--- src/rtl/spi_slave_regfile.sv ---
// spi_slave_regfile
//   SPI mode-0 responder exposing a byte-wide register file. Every SPI pin is
//   oversampled in the HCLK domain, so all logic is synchronous to HCLK.
//   A transaction is a command byte (bit7 = read, low AW bits = start address)
//   followed by a burst of data bytes with address auto-increment.
//
// Ports
//   HCLK, HRESET          system clock, synchronous active-high reset
//   spi_clk/csn/mosi      SPI pins from the master (asynchronous)
//   spi_miso, spi_miso_oe serial data to the master and its output enable
//   wr_valid_o/addr/data  one-cycle report of each register written over SPI
//   rd_addr_i, rd_data_o  local combinational read port
//   busy_o                synchronised chip select active
module spi_slave_regfile #(
  parameter int         DEPTH   = 16,
  parameter logic [7:0] ID_BYTE = 8'hA5,
  localparam int        AW      = $clog2(DEPTH)
) (
  input  logic          HCLK,
  input  logic          HRESET,
  input  logic          spi_clk,
  input  logic          spi_csn,
  input  logic          spi_mosi,
  output logic          spi_miso,
  output logic          spi_miso_oe,
  output logic          wr_valid_o,
  output logic [AW-1:0] wr_addr_o,
  output logic [7:0]    wr_data_o,
  input  logic [AW-1:0] rd_addr_i,
  output logic [7:0]    rd_data_o,
  output logic          busy_o
);

  typedef enum logic [1:0] {IDLE, CMD, DATA} state_t;

  state_t        state_q, state_d;
  logic          sclk_p0, sclk_p1, sclk_p2;
  logic          csn_p0, csn_p1, csn_p2;
  logic          mosi_p0, mosi_p1;
  logic [2:0]    bit_cnt;
  logic [7:0]    rx_sr;
  logic [7:0]    tx_sr;
  logic          byte_done;
  logic          rd_mode;
  logic [AW-1:0] addr;
  logic [7:0]    regs [DEPTH];

  logic          sclk_rise, sclk_fall, cs_fall, cs_rise;
  logic [7:0]    rx_byte;

  // Synchroniser stage: p0/p1 resolve metastability, p2 is edge history.
  // Chip-select flops reset to the inactive (high) level so no transaction
  // is seen and busy/oe stay low during reset.
  always_ff @(posedge HCLK) begin
    if (HRESET) begin
      sclk_p0 <= 1'b0;
      sclk_p1 <= 1'b0;
      sclk_p2 <= 1'b0;
      csn_p0  <= 1'b1;
      csn_p1  <= 1'b1;
      csn_p2  <= 1'b1;
      mosi_p0 <= 1'b0;
      mosi_p1 <= 1'b0;
    end else begin
      sclk_p0 <= spi_clk;
      sclk_p1 <= sclk_p0;
      sclk_p2 <= sclk_p1;
      csn_p0  <= spi_csn;
      csn_p1  <= csn_p0;
      csn_p2  <= csn_p1;
      mosi_p0 <= spi_mosi;
      mosi_p1 <= mosi_p0;
    end
  end

  // Edge-detect stage
  assign sclk_rise = sclk_p1 & ~sclk_p2;
  assign sclk_fall = ~sclk_p1 & sclk_p2;
  assign cs_fall   = ~csn_p1 & csn_p2;
  assign cs_rise   = csn_p1 & ~csn_p2;
  assign rx_byte   = {rx_sr[6:0], mosi_p1};

  assign busy_o      = ~csn_p2;
  assign spi_miso_oe = ~csn_p2;
  assign rd_data_o   = regs[rd_addr_i];

  always_ff @(posedge HCLK) begin
    if (HRESET) state_q <= IDLE;
    else        state_q <= state_d;
  end

  always_comb begin
    state_d = state_q;
    case (state_q)
      IDLE:    if (cs_fall) state_d = CMD;
      CMD: begin
        if (cs_rise)                             state_d = IDLE;
        else if (sclk_rise && bit_cnt == 3'd7)   state_d = DATA;
      end
      DATA:    if (cs_rise) state_d = IDLE;
      default: state_d = IDLE;
    endcase
  end

  // Action stage: shift registers, register file and write report.
  // cs_rise wins over any SPI clock edge in the same cycle, which also
  // discards a partially received byte.
  always_ff @(posedge HCLK) begin
    if (HRESET) begin
      bit_cnt    <= 3'd0;
      rx_sr      <= 8'h00;
      tx_sr      <= 8'h00;
      byte_done  <= 1'b0;
      rd_mode    <= 1'b0;
      addr       <= '0;
      spi_miso   <= 1'b0;
      wr_valid_o <= 1'b0;
      wr_addr_o  <= '0;
      wr_data_o  <= 8'h00;
      for (int i = 0; i < DEPTH; i++) regs[i] <= 8'h00;
    end else begin
      wr_valid_o <= 1'b0;
      spi_miso   <= tx_sr[7];
      if (cs_fall) begin
        bit_cnt   <= 3'd0;
        rx_sr     <= 8'h00;
        tx_sr     <= ID_BYTE;
        byte_done <= 1'b0;
      end else if (cs_rise) begin
        bit_cnt   <= 3'd0;
        byte_done <= 1'b0;
      end else if (state_q != IDLE) begin
        if (sclk_rise) begin
          rx_sr   <= rx_byte;
          bit_cnt <= bit_cnt + 3'd1;
          if (bit_cnt == 3'd7) begin
            byte_done <= 1'b1;
            if (state_q == CMD) begin
              rd_mode <= rx_byte[7];
              addr    <= rx_byte[AW-1:0];
            end else if (!rd_mode) begin
              regs[addr] <= rx_byte;
              wr_valid_o <= 1'b1;
              wr_addr_o  <= addr;
              wr_data_o  <= rx_byte;
              addr       <= addr + 1'b1;
            end
          end
        end else if (sclk_fall) begin
          // First fall after a completed byte loads the next TX byte;
          // a read advances the address as each byte is fetched.
          if (byte_done) begin
            byte_done <= 1'b0;
            if (rd_mode) begin
              tx_sr <= regs[addr];
              addr  <= addr + 1'b1;
            end else begin
              tx_sr <= 8'h00;
            end
          end else begin
            tx_sr <= {tx_sr[6:0], 1'b0};
          end
        end
      end
    end
  end

endmodule

--- config.mk ---
export PLATFORM = sky130hd
export DESIGN_NAME = spi_slave_regfile
export DESIGN_NICKNAME = d
export VERILOG_FILES = /design/src/rtl/spi_slave_regfile.sv
export SDC_FILE = /design/constraint.sdc
export NUM_CORES = 1
export LEC_CHECK = 0
export BUFFER_PORTS_ARGS = -buffer_cell sky130_fd_sc_hd__buf_2
export CAP_MARGIN = 20
export CORE_ASPECT_RATIO = 1.2
export CORE_MARGIN = 2
export CORE_UTILIZATION = 40
export CTS_CLUSTER_DIAMETER = 40
export DETAILED_ROUTE_END_ITERATION = 12
export PLACE_DENSITY = 0.67
export SLEW_MARGIN = 20
export SYNTH_ARGS = -nofsm -noshare
export SYNTH_HDL_FRONTEND = slang
export SYNTH_SLANG_ARGS = --single-unit
export TNS_END_PERCENT = 5
--- constraint.sdc ---
create_clock -name HCLK -period 3.2 [get_ports HCLK]
set_clock_uncertainty 0.2 [all_clocks]
set_input_delay 0.32 -clock HCLK [delete_from_list [all_inputs] [get_ports HCLK]]
set_output_delay 0.32 -clock HCLK [all_outputs]
set_load 0.02 [all_outputs]
==> results of run 1 <==
timing repair:
item | 4_1_cts | 5_1_grt
buffers inserted | 0 | 0
endpoints found under the hold margin | 3 | 0
hold buffers | 3 | 0
per-layer routing:
layer	up-vias	track usage (%)	part of all wire (%)
li1	2698	-	-
met1	2927	25.87	41
met2	257	33.90	49
met3	48	4.498	6.6
met4	0	8.478	3.0
met5	-	0	0
Yosys cell counts (5+ instances only):
| master | count | area share (%) |
|---|---|---|
| inv_1 | 11 | 0.46 |
| clkbuf_1 | 34 | 1.4 |
| nor2_1 | 47 | 1.9 |
| nand3_1 | 7 | 0.39 |
| a21oi_1 | 23 | 1.3 |
| edfxtp_1 | 128 | 42 |
| buf_4 | 5 | 0.41 |
| mux4_2 | 47 | 12 |
| nor2b_1 | 10 | 0.69 |
| and2_1 | 128 | 8.8 |
| buf_2 | 9 | 0.50 |
| dfxtp_1 | 52 | 11 |
| mux2i_1 | 64 | 7.1 |
| nor3_1 | 6 | 0.33 |
| o21ai_0 | 12 | 0.66 |
| or2_2 | 23 | 1.6 |
| nand2_1 | 17 | 0.70 |
| a22oi_1 | 23 | 1.9 |
| ha_1 | 11 | 1.5 |
flip-flops by register name (all words and copies together), names as in the netlist, 2 cells and up, named ones only:
register / cells
rx_sr: 7
regs: 128
addr: 4
wr_addr_o: 4
bit_cnt: 3
tx_sr: 8
state_q: 2
wr_data_o: 8
kinds of logic (layout without fill, tap and decap cells):
| family | Yosys count | count (layout) |
|---|---|---|
| XOR/XNOR | 1 | 1 |
| flip-flops | 180 | 180 |
| AND/OR/NAND/NOR | 265 | 265 |
| multiplexers | 111 | 111 |
| AO/OA/AOI/OAI | 84 | 84 |
| adder cells (fa/ha/maj) | 11 | 11 |
| buffers and inverters | 63 | 105 |
through the flow:
| stage | instances | area, µm² | util [%] | power [mW] | hold WS (ns) |
|---|---|---|---|---|---|
| 5_1_grt | 1036 | 10160 | 45.43 | 4.959 | 0.1754 |
| 6_report | 1036 | 10160 | 45.43 | 4.817 | 0.1473 |
| 2_1_floorplan | 715 | 9072 | - | 2.824 | 0.1895 |
| 4_1_cts | 1036 | 10160 | 45.43 | 4.840 | 0.1411 |
| 3_3_place_gp | 1002 | 9595 | 42.89 | 2.923 | 0.2119 |
| 3_5_place_dp | 1002 | 9595 | 42.89 | 2.929 | 0.2088 |
critical path: cells and delay by family (launching register included):
kind	cells	cell delay, ns
fa+ha+maj	1	0.27
simple gates	5	1.53
flops	1	0.38
buf+inv	1	0.06
path summary, 6_finish.rpt:
path	from	to	slack [ns]	depth (start not counted)
setup reg to reg	csn_p1	regs[9][6]	0.45	7
hold reg to reg	csn_p0	csn_p1	0.21	1
hold / removal	HRESET	byte_done	0.15	3
setup / recovery	csn_p1	regs[9][6]	0.45	7
power by group:
group / leakage (nW) / switching [mW] / internal [mW]
logic: 1.68 / 0.155 / 0.125
clock network: 0.250 / 0.873 / 1.06
registers: 1.74 / 0.0499 / 2.55
total: 3.68 / 1.08 / 3.74
cell type report:
type	instances	area (µm²)	area share [%]
repair buffers	63	425.4	4.186
clock inverters	13	108.9	1.071
inverters	11	41.29	0.4063
flip-flops and latches	180	4888	48.10
well taps	279	349.1	3.435
clock buffers	18	429.2	4.223
multi-input cells	472	3921	38.58
==> results.json, run 1 <==
{
  "min_period_over_period_pct": 86.09,
  "port_buffers": 32,
  "synth_compound_area_share_pct": 6.054,
  "cts_resized": 0,
  "fin_crit_ns": 2.755,
  "clock-root-buffer": "clkbuf_16",
  "crit_path_end_kind": "register",
  "drc": 0,
  "dieHeight_um": 169.0,
  "gp_congestion": 0.8864,
  "grt_overflow": 0,
  "ir_drop_uv": 322.5,
  "power_density_nw_per_um2": 473.9,
  "async_flop_share_pct": 0,
  "status": "finished clean",
  "finalSetupTns_ns": 0,
  "synthSimpleGateAreaFrac_pct": 16.83,
  "cts_num_sinks": 180,
  "cp_max_fo": 8,
  "cpMaxStageDelayCell": "or3_1",
  "synth-seq-area-share_pct": 53.84,
  "grt_max_degree": 53,
  "ys_types": 46,
  "gr-usage-all-layers_pct": 20.40,
  "diodes": 0,
  "crit_path_start_kind": "register",
  "path_class": "reg2reg",
  "finalHoldViolCount": 0,
  "coreArea_um2": 22370,
  "setup_viol": 0,
  "ys.flop_type": "edfxtp_1",
  "synth_edf_count": 128,
  "std_cell_rows": 60,
  "leakage_nw": 3.677,
  "drtIter0Drc": 633,
  "final_cell_mix": "and2_1, edfxtp_1, mux2i_1",
  "htreeDepth": 4,
  "cts_buffers": 17,
  "dieArea_um2": 23910,
  "die_w_um": 141.5,
  "dp_hpwl_um": 16870,
  "initial_core_util_pct": 40.55,
  "cp.required_ns": 3.13,
  "clock_latency_ns": 0.43,
  "tightest_slew_ns": 0.9845,
  "synth_nets": 735,
  "clk_path_buf_depth": 2,
  "ys_seq_elements": 180,
  "crit_chain": "inv_1, ha_1, or3_1, nor4_4, nand2_1, nor2_1, or2_2",
  "first_global_vias": 5801,
  "netlist_instances": 715,
  "via_per_inst": 5.724,
  "synthAdderAreaFrac_pct": 1.517,
  "synth.cell_area_um2": 9072,
  "relSlewSlack_pct": 34.28,
  "ant_nets": 0,
  "worst_slack_ns": 0.4452,
  "drt-total-wl_um": 23630,
  "areaGrowthSynthToFinish_pct": 12.03,
  "max_cap_viol_count": 0,
  "antenna_found_initial": 0,
  "avgSynthCellArea_um2": 12.69,
  "min-delay-path-class": "in2reg",
  "max_stage_delay_ns": 0.49,
  "dp_slack_ns": 0.4607,
  "ios": 33,
  "drive_gt1_share_pct": 21.80,
  "synth_mux_area_share_pct": 18.73,
  "cp.arrival_ns": 2.68,
  "n_fill_cell": 1988,
  "grt_setup_unrepaired": "no",
  "first_pass_iters": 5,
  "fmax_mhz": 363.0,
  "synthXorXnorAreaFrac_pct": 0.09654,
  "num_vias": 5930,
  "clkSlewWorstSetupHoldPaths_ns": 0.07,
  "maxSlewViolCount": 0,
  "cts_tree": "done",
  "nNetsFinal": 765,
  "grt_first_pass_wirelength_um": 35390,
  "synth_top_family_by_area": "multiplexers",
  "yosysWarnings": 0,
  "wire_per_inst_um": 22.81
}
Note: power is estimated with default switching activity, not from simulation.
==> inputs of run 2 (changes only) <==
--- a/config.mk
+++ b/config.mk
@@ -7,12 +7,14 @@
 export LEC_CHECK = 0
 export BUFFER_PORTS_ARGS = -buffer_cell sky130_fd_sc_hd__buf_2
 export CAP_MARGIN = 20
+export CELL_PAD_IN_SITES_DETAIL_PLACEMENT = 0
+export CELL_PAD_IN_SITES_GLOBAL_PLACEMENT = 2
 export CORE_ASPECT_RATIO = 1.2
 export CORE_MARGIN = 2
 export CORE_UTILIZATION = 40
 export CTS_CLUSTER_DIAMETER = 40
 export DETAILED_ROUTE_END_ITERATION = 12
-export PLACE_DENSITY = 0.67
+export PLACE_DENSITY = 0.85
 export SLEW_MARGIN = 20
 export SYNTH_ARGS = -nofsm -noshare
 export SYNTH_HDL_FRONTEND = slang
==> results.json, run 2 (synthesis results as in run 1) <==
{
  "crit_path_start_kind": "register",
  "grt_first_pass_wirelength_um": 36880,
  "cp_max_fo": 8,
  "hp-start": "HRESET",
  "setup_viol": 0,
  "gr-usage-all-layers_pct": 21.46,
  "cp.buffers_inverters": 1,
  "dp_slack_ns": 0.3171,
  "drtIter0Drc": 459,
  "drc": 0,
  "initial_core_util_pct": 40.55,
  "max_cap_viol_count": 0,
  "clock-root-buffer": "clkbuf_16",
  "diodes": 0,
  "first_pass_iters": 4,
  "dieArea_um2": 23910,
  "r2r_slack_ns": 0.31,
  "drt-total-wl_um": 24830,
  "wire_per_inst_um": 23.87,
  "reg2reg_depth": 7,
  "areaGrowthSynthToFinish_pct": 12.76,
  "min_period_over_period_pct": 90.18,
  "first_global_vias": 6095,
  "gp_congestion": 0.9139,
  "std_cell_rows": 60,
  "clk_path_buf_depth": 2,
  "multi_input_area_um2": 3921,
  "relSlewSlack_pct": 24.43,
  "max_stage_delay_ns": 0.49,
  "r2r-start": "csn_p1",
  "finalHoldViolCount": 0,
  "crit_chain": "inv_1, ha_1, or3_1, nor4_4, nand2_1, nor3_2, or2_2",
  "ios": 33,
  "top_regs": "regs x128, tx_sr x8, wr_data_o x8",
  "crit_family": "simple AND/OR/NAND/NOR gates",
  "via_per_inst": 5.677,
  "nNetsFinal": 768,
  "cts_num_sinks": 180,
  "clock_latency_ns": 0.44,
  "ir_drop_uv": 359.9,
  "leakage_nw": 3.730,
  "grt_overflow": 0,
  "cts_tree": "done",
  "cpMaxStageDelayCell": "or3_1",
  "crit_path_end_kind": "register",
  "htreeDepth": 4,
  "cp.required_ns": 3.13,
  "antenna_found_initial": 1,
  "path_class": "reg2reg",
  "grt_max_degree": 53,
  "dieHeight_um": 169.0,
  "ant_nets": 0,
  "fin_crit_ns": 2.886,
  "tightest_slew_ns": 1.132,
  "maxSlewViolCount": 0,
  "cts_buffers": 17,
  "whs_ns": 0.1448,
  "largest_reg_flops": 128,
  "cp.arrival_ns": 2.82,
  "cts_resized": 0,
  "n_fill_cell": 1992,
  "final_cell_mix": "and2_1, edfxtp_1, mux2i_1",
  "status": "finished clean",
  "fmax_mhz": 346.5,
  "seq_area_um2": 4888,
  "coreArea_um2": 22370,
  "drive_gt1_share_pct": 22.60,
  "die_w_um": 141.5,
  "num_vias": 5904,
  "finalSetupTns_ns": 0,
  "min-delay-path-class": "in2reg",
  "top_register": "regs",
  "worst_slack_ns": 0.3142,
  "power_density_nw_per_um2": 480.0,
  "grt_setup_unrepaired": "no",
  "r2r-end": "regs[1][0]",
  "min_to": "bit_cnt[1]",
  "clkSlewWorstSetupHoldPaths_ns": 0.07,
  "hold-path-cell-count": 3,
  "dp_hpwl_um": 18310,
  "port_buffers": 32
}
-- run 2: changes by cell type in the layout (fill, tap and decap cells not counted), moves of 2 or more --
cell | previous run | this run
inv_6 | 3 | 5
inv_8 | 0 | 2
clkinv_4 | 0 | 2
clkinv_1 | 2 | 0
clkinvlp_4 | 4 | 0
clkinv_8 | 0 | 3
buf_4 | 26 | 29
-- run 2: worst max path at each step --
stage / start / endpoint / slack [ns] / depth (start not counted)
floorplan: csn_p2 / regs[13][0] / 0.64 / 7
global placement: csn_p1 / regs[1][1] / 0.39 / 7
detailed placement: csn_p1 / regs[1][1] / 0.32 / 7
CTS: csn_p1 / regs[1][0] / 0.29 / 7
global route: csn_p1 / regs[10][5] / 0.16 / 7
finish: csn_p1 / regs[1][0] / 0.31 / 7
-- run 2: area by class of cell --
| class | count | share of cell area [%] |
|---|---|---|
| Multi-Input combinational cell | 472 | 38.33 |
| Tap cell | 279 | 3.412 |
| Inverter | 11 | 0.4036 |
| Timing Repair Buffer | 66 | 4.379 |
| Sequential cell | 180 | 47.79 |
| Clock inverter | 13 | 1.345 |
| Clock buffer | 19 | 4.342 |
-- run 2: timing repair --
action | in CTS | in global routing
hold buffers | 3 | 0
setup buffers | 0 | 0
hold endpoints to repair | 3 | 0
-- run 2: power by group --
part	total [mW]	switching, mW	internal (mW)
Sequential	2.60	0.0491	2.55
Clock	2.03	0.967	1.06
Combinational	0.283	0.157	0.126
Total	4.91	1.17	3.74
-- run 2: per-stage QoR --
| step | power, mW | area (µm²) | utilization, % | std cells |
|---|---|---|---|---|
| after global placement | 2.924 | 9618 | 42.99 | 1005 |
| final | 4.910 | 10230 | 45.73 | 1040 |
| after CTS | 4.932 | 10230 | 45.73 | 1040 |
| after floorplan | 2.824 | 9072 | - | 715 |
| after detailed placement | 2.933 | 9618 | 42.99 | 1005 |
| after global routing | 5.052 | 10230 | 45.73 | 1040 |
-- run 2: layer usage --
metal	global-route usage, %	vias to the layer above	wire [µm]
li1	-	2710	-
met3	3.593	49	868
met1	24.87	2991	9928
met2	39.24	154	13180
met4	8.739	0	850
met5	0	-	0
-- run 2: tightest hold or removal path: stages --
cell,delay (ns)
buf_2,0.09
or3_1,0.24
nor2_1,0.08
